**config.mk**
```make
export PLATFORM = sky130hd
export DESIGN_NAME = second_tick_timer
export DESIGN_NICKNAME = d
export VERILOG_FILES = /design/src/rtl/second_tick_timer.sv
export SDC_FILE = /design/constraint.sdc
export NUM_CORES = 1
export LEC_CHECK = 0
export ABC_AREA = 1
export CAP_MARGIN = 30
export CORE_MARGIN = 1.5
export CORE_UTILIZATION = 50
export CTS_CLUSTER_DIAMETER = 100
export CTS_CLUSTER_SIZE = 24
export DETAILED_ROUTE_END_ITERATION = 6
export PLACE_DENSITY = 0.76
export SLEW_MARGIN = 10
export SYNTH_ARGS = -nofsm -noshare
export SYNTH_HDL_FRONTEND = slang
export SYNTH_SLANG_ARGS = --single-unit
```
**constraint.sdc**
```tcl
create_clock -name clk -period 2.93 [get_ports clk]
set_input_delay 0.586 -clock clk [delete_from_list [all_inputs] [get_ports clk]]
set_output_delay 0.586 -clock clk [all_outputs]
set_load 0.01 [all_outputs]
```
**src/rtl/second_tick_timer.sv**
```systemverilog
// Turns the one-second square wave into tick pulses, runs a loadable seconds
// countdown for the current light phase, and watches the wave for a stall.
//
// state | meaning
// IDLE  | no phase running; ticks only pulse sec_tick
// RUN   | counting down one second per tick
// HOLD  | phase loaded but frozen while pause is high
module second_tick_timer #(
  parameter int CNT_W   = 7,
  parameter int TIMEOUT = 16,
  parameter int TO_W    = 5
) (
  input  logic             clk,
  input  logic             reset,
  input  logic             sec_wave,
  input  logic             load,
  input  logic [CNT_W-1:0] load_val,
  input  logic             pause,
  output logic             sec_tick,
  output logic [CNT_W-1:0] remain,
  output logic             busy,
  output logic             done,
  output logic             stall
);

  typedef enum logic [1:0] {
    IDLE = 2'd0,
    RUN  = 2'd1,
    HOLD = 2'd2
  } state_t;

  state_t          state;
  logic            sec_d;
  logic            primed;
  logic [TO_W-1:0] wd_cnt;
  logic [TO_W-1:0] wd_nxt;
  logic            rise;
  logic            change;

  // primed masks the reset value of sec_d so a wave already high is not a tick
  assign rise   = sec_wave & ~sec_d & primed;
  assign change = (sec_wave != sec_d) & primed;

  always_comb begin
    wd_nxt = wd_cnt;
    if (change)
      wd_nxt = '0;
    else if (wd_cnt != TO_W'(TIMEOUT))
      wd_nxt = wd_cnt + TO_W'(1);
  end

  always_ff @(posedge clk) begin
    if (!reset) begin
      state    <= IDLE;
      sec_d    <= 1'b0;
      primed   <= 1'b0;
      wd_cnt   <= '0;
      sec_tick <= 1'b0;
      remain   <= '0;
      busy     <= 1'b0;
      done     <= 1'b0;
      stall    <= 1'b0;
    end else begin
      sec_d    <= sec_wave;
      primed   <= 1'b1;
      sec_tick <= rise;
      done     <= 1'b0;

      if (primed) begin
        wd_cnt <= wd_nxt;
        stall  <= (wd_nxt == TO_W'(TIMEOUT));
      end

      // load wins in every state; a coincident rise is not applied to the new value
      if (load) begin
        if (load_val == '0) begin
          remain <= '0;
          done   <= 1'b1;
          busy   <= 1'b0;
          state  <= IDLE;
        end else begin
          remain <= load_val;
          busy   <= 1'b1;
          state  <= pause ? HOLD : RUN;
        end
      end else begin
        case (state)
          RUN: begin
            if (pause) begin
              state <= HOLD;
            end else if (rise) begin
              remain <= remain - CNT_W'(1);
              if (remain == CNT_W'(1)) begin
                done  <= 1'b1;
                busy  <= 1'b0;
                state <= IDLE;
              end
            end
          end
          HOLD: begin
            if (!pause)
              state <= RUN;
          end
          default: ;
        endcase
      end
    end
  end

endmodule

```
# After elaboration in Yosys (flattened, before gate mapping)
# Cells that the tools add are included.
dict set report word_totals {
  register_bits 20
  input_bits 12
}
dict set report classes {
  n_addsub 2
  n_mux 28
  eq_ne 10
  bitwise 4
  reduce_logical 8
}
# operator count
set ops {}
lappend ops {{$mux W7} 5}
lappend ops {{$mux W2} 7}
lappend ops {{$mux W1} 13}
lappend ops {{$mux W5} 2}
lappend ops {{$ne A4 B4 Y1 const B} 2}
lappend ops {{$reduce_and A4 Y1} 2}
lappend ops {{$eq A7 B1 Y1 const B} 1}
lappend ops {{$logic_not A7 Y1} 1}
lappend ops {{$sub A7 B1 Y7 const B} 1}
lappend ops {{$reduce_bool A2 Y1} 3}
lappend ops {{$add A5 B1 Y5 const B} 1}
lappend ops {{$eq A5 B5 Y1 const B} 1}
lappend ops {{$ne A5 B5 Y1 const B} 1}
lappend ops {{$pmux W2 S2} 1}
lappend ops {{$and A1 B1 Y1} 3}
lappend ops {{$ne A3 B3 Y1 const B} 1}
lappend ops {{$reduce_and A3 Y1} 1}
lappend ops {{$reduce_bool A3 Y1} 1}
lappend ops {{$eq A2 B1 Y1 const B} 1}
lappend ops {{$eq A2 B2 Y1 const B} 1}
lappend ops {{$ne A2 B2 Y1 const B} 1}
lappend ops {{$ne A1 B1 Y1} 1}
lappend ops {{$not A1 Y1} 1}

# Longest topological paths before layout
# Gate-level depths: netlist of run 1.
dict set report depth {
  depth_word 7
  ltp_mapped 11
  depth_no_buf 11
}

# Least setup slack after synthesis of run 1
# No wires, ideal clock.
dict set report synth_path {
  kind {input -> register}
  from {input port sec_wave}
  to {register stall}
  arrival_ps 1289
  required_time_ps 2814
  setup_time_ps 116
  slack_ps 1525
  stages 8
  path_buffers 0
  path_cell_list {ha_1 -> inv_1 -> nand2_1 -> nand3_1 -> nand2_1 -> nor2_1 -> nor2_1 -> nor2_1}
}
dict set report synth_between {
  elab_chain_len 4
}
# element line
set synth_lines {}
lappend synth_lines {{from (decl)} 15} ;# input logic sec_wave,
lappend synth_lines {{$ne A1 B1 Y1} 42} ;# assign change = (sec_wave != sec_d) & primed;
lappend synth_lines {{$and A1 B1 Y1} 42}
lappend synth_lines {{$mux W5} 46} ;# if (change)
lappend synth_lines {{$eq A5 B5 Y1} 71} ;# stall <= (wd_nxt == TO_W'(TIMEOUT));
lappend synth_lines {{to (signal assigned)} 71}
lappend synth_lines {{to (decl)} 23} ;# output logic stall
# Every way passes these cells.
# A chain may end at the register's enable or synchronous reset.

# Worst setup path after layout of run 1
dict set report layout_path {
  from {register remain[0]}
  to {output port remain[0]}
}
# element line
set layout_rtl {}
lappend layout_rtl {{from (decl)} 20} ;# output logic [CNT_W-1:0] remain,
lappend layout_rtl {{from (signal assigned)} 82} ;# remain <= load_val;
lappend layout_rtl {{from (signal assigned)} 92} ;# remain <= remain - CNT_W'(1);
# No word-level cell between the ends.

==> flow_summary.toml, run 1 <==
[worst_setup_path]
r2r-end = "remain[6]"
start_kind = "register"
cp_max_fo = 5
worstPathArrival_ns = 1.30
reg2reg_slack_ns = 1.44
reg2reg_from = "primed"
worstPathCellList = "clkdlybuf4s50_1"
max_stage_delay_ns = 0.57
cp_top_family = "buffers and inverters"
required_ns = 2.34
critPathKind = "register to output pin"
worst-r2r-cell-count = 7
slowest_stage = "clkdlybuf4s50_1"
worst-path-buf-inv = 1
endpoint_kind = "output pin"

[finish]
drive_gt1_share_pct = 6.19
finalNetCount = 212
utilization_pct = 65.1
diodes = 0
syn2layout_area_growth_pct = 24.5
n_fill_cell = 209

[global_routing]
grt_pass1_vias = 1086
grt_pass1_wl_mm = 4.52
overflow = 0
antenna_found_initial = 0
grt_usage_pct = 22.9
grt_max_degree = 17

[timing]
max_freq_mhz = 531
whs_ns = 0.501
drv_slew = 0
hold_viol = 0
setup_viol = 0
setup-tns-final_ns = 0
rsz0062_at_grt = "false"
worstMarginPinSlew_ns = 0.570
fin_crit_sh_pct = 64.2
slew_headroom_pct = 61.9
finClkSkew_ns = 0.0103
period_minus_slack_ns = 1.88

[cts]
clk_pin_slew_worst_paths_ns = 0.11
cts_setup_buffers = 0
ctsRootBufferMaster = "clkbuf_4"
ctsHoldBuffers = 0
clk_latency_ns = 0.31
cts_tree = "done"
numClockSinks = 20
post_cts.resized_instances = 0
numCtsBuffers = 3
htreeDepth = 1
clockBufferDepth = 2

[floorplanning]
start_util_pct = 52.3
rows = 17
dieHeight_um = 50.9
coreArea_um2 = 2190
fp.dieW_um = 50.9
die_area_um2 = 2590
io_pins = 23

[min_path]
hold_path_end = "busy"
min_from = "busy"
hp-class = "register to register"
whs_path_depth = 2

[routing]
dr.pass1.iters = 4
ant_nets = 0
routed_via_density = 5.26
wirelength_mm = 2.73
drt_iter0_markers = 35
remaining_drc_errors = 0
wire_per_inst_um = 12.3
vias = 1167

[pwr]
p_comb_share_pct = 19.4
ir_drop_mv = 0.307
p_seq_share_pct = 46.1
clkPwrFrac_pct = 34.4
finalPower_mw = 0.662
power.internal_mw = 0.484
power.leakage_nw = 0.659
switching_share_pct = 26.8
power_density_nw_per_um2 = 464
p_sw_mw = 0.177

[logic_synthesis]
synthArstFlopShare_pct = 0
synth_flop_cell = "dfxtp_1"
ys_types = 25
ys_seq_elements = 20
ys_top_cells_by_area = "dfxtp_1, nand2_1, inv_1"
syn_avg_cell_area_um2 = 6.66
synth_top_area_share_pct = 34.9
synth_area_leader_cell = "dfxtp_1"
yosysSeqAreaShare_pct = 34.9
ys_warn_count = 0
synthesis.nets = 189
synth-edff-count = 0
synth.cell_area_um2 = 1150
synthCells = 172

[placement]
gp_congestion = 0.955
hpwl_mm = 2.05
port_buffers = 22

[outcome]
outcome = "completed"

[run]
maxCapViolations = 0
==> tightest hold or removal path, stage by stage (launching register included) <==
cell and delay, ns:
dfxtp_1 0.34, o21ai_0 0.07, a21oi_1 0.06
==> worst max-delay path by stage <==
| stage | from | end | slack, ns | depth (start not counted) |
|---|---|---|---|---|
| floorplan | sec_wave | stall | 1.52 | 8 |
| global placement | sec_wave | remain[6] | 0.87 | 9 |
| detailed placement | sec_wave | remain[6] | 0.82 | 9 |
| CTS | remain[0] | remain[0] | 1.04 | 1 |
| global route | remain[0] | remain[0] | 0.99 | 1 |
| finish | remain[0] | remain[0] | 1.05 | 1 |
==> stage by stage <==
step | cells | setup WS (ns) | area, µm²
finish | 222 | 1.05 | 1430
global route | 222 | 0.992 | 1430
CTS | 222 | 1.04 | 1430
detailed placement | 218 | 0.823 | 1370
global placement | 218 | 0.866 | 1370
floorplan | 172 | 1.52 | 1150
==> registers in the layout (all words and copies together) (netlist names) <==
register,count
busy,1
done,1
primed,1
remain,7
sec_d,1
sec_tick,1
stall,1
state,2
wd_cnt,5
==> cell usage after synthesis (3+ instances only) <==
cell     count
nand4_1      3
nand2_1     41
nor2_1      22
o21ai_0     10
xor2_1       4
a21oi_1      9
nand3_1     15
inv_1       25
ha_1         5
dfxtp_1     20
==> cells by family (layout without fill, tap and decap cells) <==
kind of cell | Yosys count | after routing | share of synthesized area [%]
adders and majority gates | 5 | 5 | 5.46
buffers and inverters | 31 | 53 | 11.4
AOI/OAI and AO/OA | 26 | 26 | 13.0
xor gates and xnor gates | 4 | 4 | 3.06
and+or+nand+nor | 86 | 86 | 32.2
DFF | 20 | 20 | 34.9
==> layer usage <==
metal	vias up	GRT usage, %	routed length, µm
li1	590	-	-
met1	520	28.9	1230
met2	53	39.0	1290
met3	4	3.22	191
met4	0	9.91	24
met5	-	0	0
==> power by group through the flow <==
stage	clock network, mW	logic (mW)	registers [mW]
detailed placement	0	0.126	0.311
global placement	0	0.123	0.310
CTS	0.233	0.128	0.305
global route	0.241	0.144	0.308
floorplan	0	0.0780	0.310
finish	0.228	0.128	0.305
==> cells in the final DEF, fill, tap and decap left out <==
cell	synthesis	routed
nand2_1	41	41
inv_1	25	25
nor2_1	22	22
clkdlybuf4s50_1	0	22
dfxtp_1	20	20
nand3_1	15	15
o21ai_0	10	10
a21oi_1	9	9
ha_1	5	5
xor2_1	4	4
nand4_1	3	3
clkbuf_4	0	3
nor2_2	2	2
a211oi_1	2	2
o211ai_1	2	2
inv_2	1	1
nand3_2	1	1
clkinv_2	1	1
a211o_2	1	1
or2_2	1	1
nor3_2	1	1
o21a_1	1	1
a31oi_1	1	1
bufinv_16	0	1
==> cell type report <==
class / instances / area (µm²) / area share, %
inverters: 27 / 103 / 7.19
clock buffers: 3 / 22.5 / 1.58
repair buffers: 22 / 220 / 15.4
clock inverters: 1 / 30.0 / 2.11
flip-flops and latches: 20 / 400 / 28.1
multi-input cells: 121 / 616 / 43.2
well taps: 28 / 35.0 / 2.46
Power figures use the tool's default switching activity.
==> inputs of run 2 (changes only) <==
==> constraint.sdc (replaced) <==
create_clock -name clk -period 1.95 [get_ports clk]
set_input_delay 0.39 -clock clk [delete_from_list [all_inputs] [get_ports clk]]
set_output_delay 0.39 -clock clk [all_outputs]
set_load 0.01 [all_outputs]
==> flow_summary.toml, run 2 (same netlist as run 1, synthesis figures left out) <==
[outcome]
outcome = "completed"

[floorplanning]
fp.dieW_um = 50.9
start_util_pct = 52.3
io_pins = 23
coreArea_um2 = 2190
rows = 17
dieHeight_um = 50.9
die_area_um2 = 2590

[worst_setup_path]
max_stage_delay_ns = 0.57
cp_max_fo = 5
critPathKind = "register to output pin"
cp_top_family = "buffers and inverters"
required_ns = 1.56
worstPathCellList = "clkdlybuf4s50_1"
worstPathArrival_ns = 1.32
slowest_stage = "clkdlybuf4s50_1"
worst-path-buf-inv = 1
endpoint_kind = "output pin"
start_kind = "register"

[routing]
remaining_drc_errors = 0
ant_nets = 0
dr.pass1.iters = 4
vias = 1162
drt_iter0_markers = 37
wirelength_mm = 2.77
routed_via_density = 5.16
wire_per_inst_um = 12.3

[finish]
utilization_pct = 66.1
finalInstanceArea_um2 = 1450
n_fill_cell = 188
layout_common_cells = "nand2_1, inv_1, nor2_1, clkdlybuf4s50_1, dfxtp_1"
largest_reg_flops = 7
reg_top3 = "remain x7, wd_cnt x5, state x2"
drive_gt1_share_pct = 7.61
final_common_cell = "nand2_1"
finalNetCount = 215
diodes = 0
instances_no_fill = 225
top_register = "remain"
syn2layout_area_growth_pct = 26.4

[timing]
worstMarginPinSlew_ns = 0.461
fin_crit_sh_pct = 87.8
rsz0062_at_grt = "false"
finClkSkew_ns = 0.00489
slew_headroom_pct = 69.2
max_freq_mhz = 584
fin_ws_ns = 0.239
setup_viol = 0
setup-tns-final_ns = 0
whs_ns = 0.506
period_minus_slack_ns = 1.71
drv_slew = 0
hold_viol = 0

[global_routing]
antenna_found_initial = 0
grt_usage_pct = 24.6
use_met3_pct = 4.39
grt.busiest_layer = "met2"
grt_pass1_wl_mm = 4.81
grt_max_degree = 14
overflow = 0
gr-usage-met1_pct = 31.6
grt_pass1_vias = 1108
grt_util_met2_pct = 40.4

[placement]
port_buffers = 22
dp.cells = 221
hpwl_mm = 2.13
place_area_um2 = 1400
dp_worst_setup_slack_ns = 0.0761
gp_congestion = 0.974

[pwr]
ir_drop_mv = 0.766
power_density_nw_per_um2 = 689
power.leakage_nw = 0.673
finalPower_mw = 0.998

[cts]
cts_tree = "done"
cts_setup_buffers = 0
numClockSinks = 20
ctsRootBufferMaster = "clkbuf_4"
clockBufferDepth = 2
post_cts.resized_instances = 0
clk_latency_ns = 0.30
htreeDepth = 1
ctsHoldBuffers = 0
clk_pin_slew_worst_paths_ns = 0.12
numCtsBuffers = 3

[run]
maxCapViolations = 0

[min_path]
hp-class = "register to register"
==> run 2: cell type report <==
class | count | area, µm² | area share (%)
tap | 28 | 35.0 | 2.42
timing repair buffer | 25 | 243 | 16.8
sequential | 20 | 400 | 27.6
inverter | 27 | 103 | 7.08
clock inverter | 1 | 30.0 | 2.07
multi-input combinational | 121 | 616 | 42.5
clock buffer | 3 | 22.5 | 1.55
==> run 2: per-layer routing <==
layer	vias up	routed length, µm
met2	44	1310
met3	6	170
met1	516	1240
met4	0	57
met5	-	0
li1	596	-
==> run 2: report_power, final <==
group | internal [mW] | switching [mW]
combinational | 0.0906 | 0.109
sequential | 0.433 | 0.0224
clock | 0.208 | 0.136
total | 0.732 | 0.267
==> run 2: path summary, 6_finish.rpt <==
| path | start | to | slack, ns | cells past startpoint |
|---|---|---|---|---|
| max | remain[0] | remain[0] | 0.24 | 1 |
| min | busy | busy | 0.51 | 2 |
| max reg2reg | wd_cnt[0] | stall | 0.49 | 11 |
| min reg2reg | busy | busy | 0.51 | 2 |
==> run 2: worst min-delay path: cells and delay by family, from the launching register on <==
kind / cells / cell delay, ns
DFF: 1 / 0.33
AOI/OAI and AO/OA: 2 / 0.14
